`src/rtl/gates_sweeper.sv`:
```
// Exhaustive operand sweeper for a 5-function gate stage: steps {b,a} through
// every value, folding each returned result word into a rotating XOR signature.
module gates_sweeper #(
  parameter int unsigned W = 2
) (
  input  logic             clk,
  input  logic             reset,
  input  logic             start,
  input  logic             hold,
  output logic [W-1:0]     a,
  output logic [W-1:0]     b,
  input  logic [W-1:0]     y1,
  input  logic [W-1:0]     y2,
  input  logic [W-1:0]     y3,
  input  logic [W-1:0]     y4,
  input  logic [W-1:0]     y5,
  output logic             busy,
  output logic             done,
  output logic [2*W-1:0]   idx,
  output logic [5*W-1:0]   sig
);

  typedef enum logic [1:0] {
    S_IDLE = 2'd0,
    S_RUN  = 2'd1,
    S_DONE = 2'd2
  } state_t;

  state_t           state_q, state_d;
  logic [2*W-1:0]   idx_q, idx_d;
  logic [5*W-1:0]   sig_q, sig_d;

  always_ff @(posedge clk or posedge reset) begin
    if (reset) begin
      state_q <= S_IDLE;
      idx_q   <= '0;
      sig_q   <= '0;
    end else begin
      state_q <= state_d;
      idx_q   <= idx_d;
      sig_q   <= sig_d;
    end
  end

  always_comb begin
    state_d = state_q;
    idx_d   = idx_q;
    sig_d   = sig_q;
    case (state_q)
      S_IDLE, S_DONE: begin
        if (start) begin
          state_d = S_RUN;
          idx_d   = '0;
          sig_d   = '0;
        end
      end
      S_RUN: begin
        // start is deliberately ignored here; hold freezes everything
        if (!hold) begin
          sig_d = {sig_q[5*W-2:0], sig_q[5*W-1]} ^ {y5, y4, y3, y2, y1};
          idx_d = idx_q + (2*W)'(1);
          if (idx_q == '1) begin
            state_d = S_DONE;
          end
        end
      end
      default: begin
        state_d = S_IDLE;
        idx_d   = '0;
        sig_d   = '0;
      end
    endcase
  end

  assign a    = idx_q[W-1:0];
  assign b    = idx_q[2*W-1:W];
  assign idx  = idx_q;
  assign sig  = sig_q;
  assign busy = (state_q == S_RUN);
  assign done = (state_q == S_DONE);

endmodule

```
`config.mk`:
```
export PLATFORM = sky130hd
export DESIGN_NAME = gates_sweeper
export DESIGN_NICKNAME = d
export VERILOG_FILES = /design/src/rtl/gates_sweeper.sv
export SDC_FILE = /design/constraint.sdc
export NUM_CORES = 1
export LEC_CHECK = 0
export CORE_MARGIN = 5
export CORE_UTILIZATION = 45
export CTS_CLUSTER_SIZE = 16
export DETAILED_ROUTE_END_ITERATION = 7
export DONT_BUFFER_PORTS = 1
export SLEW_MARGIN = 15
export SYNTH_ARGS = -nofsm -noshare
export SYNTH_HDL_FRONTEND = slang
export SYNTH_SLANG_ARGS = --single-unit
```
`constraint.sdc`:
```
create_clock -name clk -period 1.58 [get_ports clk]
set_clock_uncertainty 0.1 [all_clocks]
set_input_delay 0 -clock clk [delete_from_list [all_inputs] [get_ports clk]]
set_output_delay 0 -clock clk [all_outputs]
set_load 0.03 [all_outputs]
```
Yosys cells after proc, flatten, opt, wreduce, memory -nomap -nowiden. Index checks and enable logic that the tools add are counted.

Register bits: 16. Latch bits: 0. Memory bits (writable): 0. Bits in read-only memories: 0. Input port bits: 14. Output and inout bits: 20. Memories kept: 0.

Add/subtract/negate cells: 1. Multipliers: 0. Divide/modulo/power cells: 0. Order comparisons: 0. Equality and inequality tests: 6. Shift operators: 0. Muxes and demuxes: 10. Bitwise operators: 1. Reduce and logical (&&, ||, !) cells: 4.

Operators with widths (number): two-way mux 10 bit (2); one-hot mux 10 bit (2 select lines) (1); bitwise XOR 10 bit (1); two-way mux 4 bit (2); one-hot mux 4 bit (2 select lines) (1); two-way mux 2 bit (3); adder 4 x 1 -> 4 bit, second input constant (1); equality test 4 bit, second input constant (1); inequality test 2 bit, second input constant (2); one-hot mux 2 bit (2 select lines) (1); AND reduction 3 bit (1); equality test 2 x 1 -> 1 bit, second input constant (1); equality test 2 bit, second input constant (1); logical NOT 2 bit (1); inequality test 2 x 1 -> 1 bit, second input constant (1); AND reduction 2 bit (1); OR reduction 2 bit (1).

Logic depth before layout (Yosys ltp). Gate-level depths: netlist (run 1).

Depth in word-level cells: 4. Gate-level depth with buffers: 4.

Least setup slack after synthesis (run 1). Ideal clock, no wire load.

Kind: register to register. Start: register idx_q[0] (netlist: idx[0]). End: register idx_q[2] (netlist: idx[2]). Data arrival time: 1.095 ns. Required time: 1.353 ns. Setup slack: 0.258 ns. Cell stages (with the launch flop): 5. Clock period less this slack: 1.322 ns. Cells stage by stage: dfrtp_1 -> ha_1 -> nor2b_1 -> xnor2_1 -> o21ai_0.

Word-level cells in the longest chain between the ends: 3.

Ends and longest elaborated chain: from (decl) (RTL line 30) `logic [2*W-1:0] idx_q, idx_d;`; from (signal assigned) (RTL line 40) `idx_q <= idx_d;`; adder 4 x 1 -> 4 bit (RTL line 61) `idx_d = idx_q + (2*W)'(1);`; two-way mux 4 bit (RTL line 59) `if (!hold) begin`; one-hot mux 4 bit (2 select lines) (RTL line 49) `case (state_q)`.

No other way between the ends. The select of a mux whose other input is x is not followed. A chain may end at the register's enable or synchronous reset.

Worst setup path after layout (run 1).
Start: input hold. End: register sig_q[9] (netlist: sig[9]).

Word-level cells in the longest chain between the ends: 2.

Ends and longest elaborated chain: from (decl) (RTL line 9) `input logic hold,`; inequality test 2 bit (no line); AND reduction 2 bit (no line); to (signal assigned) (RTL line 41) `sig_q <= sig_d;`; to (decl) (RTL line 31) `logic [5*W-1:0] sig_q, sig_d;`.

No other way between the ends.

==> flow_summary.toml, run 1 <==
[die]
core_sq_um = 1760
rows = 15
pin_count = 34
start_util_pct = 48.1
die_area_sq_um = 2850
fp.dieH_um = 53.4
die_x_um = 53.4

[power]
seqPwrFrac_pct = 47.5
p_sw_w = 0.00106
vdd.ir_drop.worst_mv = 1.26
power_density_nw_per_um2 = 2070
internal-power_w = 0.00110
p_leak_nw = 0.503
pwr-share-clk_pct = 12.6
combinationalPowerShare_pct = 39.9
swShare_pct = 49.1

[grt]
use_met1_pct = 16.0
antenna_found_initial = 0
grt_use_met2_pct = 27.3
grt_overflow = 0
grtUsageTotal_pct = 15.0
grt_max_degree = 17
grt_pass1_wl_mm = 3.02
grtUsageMet3_pct = 6.20
top_usage_layer = "met2"
grt_pass1_vias = 685

[yosys]
synth_edf_count = 0
syn_inst = 79
yosys_warnings = 0
syn-cell-area_sq_um = 848
ys.flop_type = "dfrtp_1"
ys_seq_elements = 16
synth_compound_area_share_pct = 14.9
synth_seq_area_share_pct = 47.2
synth_cell_types = 24
synth-xor-area-share_pct = 11.4
synth.avg_cell_area_sq_um = 10.7
syn_nets = 94
synth_top_family_by_area = "compound AO/OA/AOI/OAI gates"
synthAdderAreaFrac_pct = 1.47
async_flop_share_pct = 100
synthMuxAreaShare_pct = 1.33
synthSimpleGateAreaFrac_pct = 14.5

[clock_network]
cts_buffers = 3
hold_buffers = 13
h-tree-depth = 1
post-cts-setup-buffers = 0
path_clk_slew_ps = 90
root_buffer = "clkbuf_4"
cts_resized = 0
cts_tree = "built"
clkLatencyLatePin_ps = 290
cts_sinks = 16
cts_buffer_depth = 2

[run]
maxCapViolCount = 0

[layout]
stdcell_area_sq_um = 1050
areaGrowthSynthToFinish_pct = 23.3
antennaDiodeCount = 0
drive_above_1_share_pct = 18.8
fin_nets = 112

[critical_path]
critPathMaxFanout = 14
max_stage_delay_ps = 860
worstSetupPathType = "primary input to flip-flop"
cp-end-kind = "flip-flop"
critPathRequiredTime_ps = 1720
crit_chain = "dlygate4sd3_1 -> inv_1 -> o22ai_2 -> buf_4 -> a21o_1"
slowest_stage = "dlygate4sd3_1"
cp.buffers_inverters = 3
crit_family = "buffers and inverters"
arrival_ps = 1500
critPathLaunchType = "primary input"

[route]
post-route-drc-count = 0
via_per_inst = 5.28
drtIter0Drc = 1
first_pass_iters = 3
ant_nets = 0
wl_mm = 1.90
via_count = 639
wire_per_inst_um = 15.7

[sta]
fmax_ghz = 0.735
hold_viol_final = 0
finalCritPeriodShare_pct = 86.1
fin_crit_ps = 1360
relSlewSlack_pct = 60.6
finalSetupViolCount = 0
worst_pin_slew_ps = 590
slew_violations = 0
finalSetupTns_ps = 0
setup_slack_ps = 220
grt_setup_unrepaired = "no"

[place]
hpwl_mm = 1.23
io_buffers = 0
place_area_sq_um = 880
dp_slack_ps = 326
globalplace.congestion = 0.862

[worst_hold_path]
hold_path.class = "primary input to asynchronous set/reset pin"

[run_status]
outcome = "completed"
==> per-layer routing <==
metal  routed length (um)  up-vias
met1                  784      308
met2                  991       20
li1                     -      311
met5                    0        -
met4                    0        0
met3                  129        0
==> state kept, by name, indices dropped and copies added, names as in the netlist <==
| signal | cells |
|---|---|
| idx | 4 |
| sig | 10 |
| state_q | 2 |
==> layout make-up <==
class,count,area [sq um]
clock buffers,4,36.3
multi-input cells,50,369
repair buffers,21,190
inverters,5,18.8
flip-flops and latches,16,400
well taps,25,31.3
fillers,182,718
==> cell usage after synthesis (2+ instances only) <==
master    number  share of area, %
nand2_1        2              0.89
buf_4          4               3.5
a21o_1        10               8.8
inv_1          4               1.8
o21ai_0        3               1.8
nor4_1        10               7.4
nor2_1         2              0.89
buf_6          2               2.7
clkbuf_1       2              0.89
xnor2_1       11                11
dfrtp_1       16                47
==> power by group through the flow <==
stage | Combinational [W] | Clock (W) | Sequential (W)
detailed placement | 0.000829 | 0 | 0.00103
global route | 0.000933 | 0.000295 | 0.00106
global placement | 0.000821 | 0 | 0.00103
floorplan | 0.000635 | 0 | 0.00109
CTS | 0.000870 | 0.000277 | 0.00103
finish | 0.000864 | 0.000273 | 0.00103
==> logic make-up after synthesis <==
group                      Yosys count
DFF                                 16
and+or+nand+nor                     20
xor gates and xnor gates            11
adders and majority gates            1
AOI/OAI and AO/OA                   17
buffers and inverters               13
muxes                                1
==> final timing paths <==
kind                       startpoint    endpoint  slack, ps  depth (start not counted)
max                              hold      sig[9]        220                          5
min reg2reg                    idx[0]      idx[0]        510                          1
max reg2reg                    idx[0]      idx[2]        300                          4
min                             reset      sig[2]        120                          2
max in group asynchronous       reset      sig[5]        880                          2
min in group clk                start  state_q[0]        390                          2
==> metrics by stage <==
| step | utilization (%) | hold WS (ps) | instances | power (W) |
|---|---|---|---|---|
| 2_1_floorplan | - | -186 | 79 | 0.00173 |
| 3_3_place_gp | 49.9 | -108 | 104 | 0.00185 |
| 3_5_place_dp | 49.9 | -109 | 104 | 0.00186 |
| 4_1_cts | 59.3 | 126 | 121 | 0.00217 |
| 5_1_grt | 59.3 | 176 | 121 | 0.00228 |
| 6_report | 59.3 | 116 | 121 | 0.00217 |
==> cell usage in the layout (no fill, tap or decap), types with 2 or more instances in the layout <==
cell type and count:
dfrtp_1 16, dlygate4sd3_1 13, xnor2_1 11, nor4_1 10, a21o_1 10, buf_4 8, inv_1 4, o21ai_0 3
clkbuf_4 3, nor2_1 2, nand2_1 2
(Power assumes the default switching activity.)
==> run 2: changes to the inputs <==
--- a/config.mk
+++ b/config.mk
@@ -10,6 +10,8 @@
 export CTS_CLUSTER_SIZE = 16
 export DETAILED_ROUTE_END_ITERATION = 7
 export DONT_BUFFER_PORTS = 1
+export RECOVER_POWER = 25
+export REMOVE_ABC_BUFFERS = 1
 export SLEW_MARGIN = 15
 export SYNTH_ARGS = -nofsm -noshare
 export SYNTH_HDL_FRONTEND = slang
==> run 2 against run 1 <==
- critical path depth decreased by 1
- hold slack improved by 14 ps
- clock-buffer cell count decreased by 1
- non-clock buffer count unchanged
- combinational power increased by 2.5%
- worst setup slack got worse by 49 ps
- sequential power about the same
- first-iteration DRC count increased to 8.0 times the previous value
- maximum frequency decreased by 3.5%
- sequential share of layout area increased by 0.42 points
- cell count decreased by 0.83%
==> flow_summary.toml, run 2 (same netlist as run 1, synthesis figures left out) <==
[grt]
grt_pass1_vias = 656
grtUsageTotal_pct = 14.6
grt_pass1_wl_mm = 3.06
antenna_found_initial = 0
grt_overflow = 0
grt_max_degree = 17

[layout]
areaGrowthSynthToFinish_pct = 22.0
drive_above_1_share_pct = 17.9
final_cell_mix = "dfrtp_1 (16), dlygate4sd3_1 (12), xnor2_1 (11), nor4_1 (10), a21o_1 (10)"
fin_nets = 112
final_common_cell = "dfrtp_1"
nFillCells = 169
antennaDiodeCount = 0
largest_reg_flops = 10

[die]
die_x_um = 53.4
core_sq_um = 1760
pin_count = 34
start_util_pct = 48.1
rows = 15
die_area_sq_um = 2850
fp.dieH_um = 53.4

[route]
wire_per_inst_um = 15.1
via_count = 646
post-route-drc-count = 0
wl_mm = 1.81
first_pass_iters = 4
ant_nets = 0
via_per_inst = 5.38
drtIter0Drc = 8

[critical_path]
critPathRequiredTime_ps = 1700
worstSetupPathType = "flip-flop to flip-flop"
cp-end-kind = "flip-flop"
arrival_ps = 1530
critPathMaxFanout = 8
critPathLaunchType = "flip-flop"

[run_status]
outcome = "completed"

[sta]
worst_pin_slew_ps = 614
finalCritPeriodShare_pct = 89.2
slew_violations = 0
relSlewSlack_pct = 59.0
fmax_ghz = 0.710
grt_setup_unrepaired = "no"
finalSetupViolCount = 0
finalSetupTns_ps = 0
hold_viol_final = 0
fin_crit_ps = 1410

[clock_network]
clkLatencyLatePin_ps = 280
path_clk_slew_ps = 90
cts_sinks = 16
cts_buffer_depth = 2
cts_buffers = 3
root_buffer = "clkbuf_4"
post-cts-setup-buffers = 0
h-tree-depth = 1
cts_tree = "built"

[place]
globalplace.congestion = 0.858
io_buffers = 0
hpwl_mm = 1.26

[power]
p_leak_nw = 0.504
power.total_w = 0.00211
power_density_nw_per_um2 = 2040
vdd.ir_drop.worst_mv = 0.980

[run]
maxCapViolCount = 0

[worst_hold_path]
hold_path.class = "primary input to asynchronous set/reset pin"
## run 2: cell types whose count changed in the layout (fill, tap and decap cells not counted), sizes merged
cell,change
clkbuf,-1
dlygate4sd3,-1
dlymetal6s4s,+1
## run 2: stage by stage
stage	instance area [sq um]	instances	util, %	hold slack (ps)	setup WS (ps)
2_1_floorplan	788	71	-	-186	54.0
3_3_place_gp	880	104	49.9	-98.8	243
3_5_place_dp	880	104	49.9	-88.6	195
4_1_cts	1030	120	58.5	154	109
5_1_grt	1030	120	58.7	207	57.0
6_report	1030	120	58.7	131	171
## run 2: worst paths after layout
| check | startpoint | end | slack (ps) | cells after the start |
|---|---|---|---|---|
| min in group clk | hold | sig[9] | 370 | 3 |
| setup / recovery | state_q[1] | sig[5] | 170 | 4 |
| hold reg to reg | idx[1] | idx[1] | 480 | 1 |
| hold / removal | reset | sig[0] | 130 | 2 |
| max in group asynchronous | reset | idx[3] | 850 | 2 |
| setup reg to reg | state_q[1] | sig[5] | 170 | 4 |
## run 2: worst max-delay path, cell delays in order, from the launching register on
cell and delay, ps:
dfrtp_1 380, nand2b_2 220, o22ai_2 330, buf_4 210, a21o_1 110
## run 2: layout make-up
type / count / area (sq um) / share of cell area, %
Clock buffer: 3 / 22.5 / 2.18
Inverter: 5 / 18.8 / 1.81
Multi-Input combinational cell: 50 / 369 / 35.7
Sequential cell: 16 / 400 / 38.7
Tap cell: 25 / 31.3 / 3.02
Timing Repair Buffer: 21 / 193 / 18.6
## run 2: timing repair
item / 4_1_cts / 5_1_grt
endpoints found under the hold margin: 32 / 0
hold buffers: 13 / 0
resized for setup: 0 / 1
endpoints found under the setup margin: 0 / 5
## run 2: layer usage
metal	part of all wire, %	global-route usage (%)	routed length, um
met5	0	0	0
met1	43	18.6	772
met2	48	23.7	870
met3	8.4	3.66	152
met4	0.99	5.11	18
## run 2: report_power, final
part | leakage (nW) | internal, W | switching, W
sequential | 0.198 | 0.000581 | 0.000428
combinational | 0.293 | 0.000385 | 0.000502
clock | 0.0138 | 0.0000882 | 0.000126
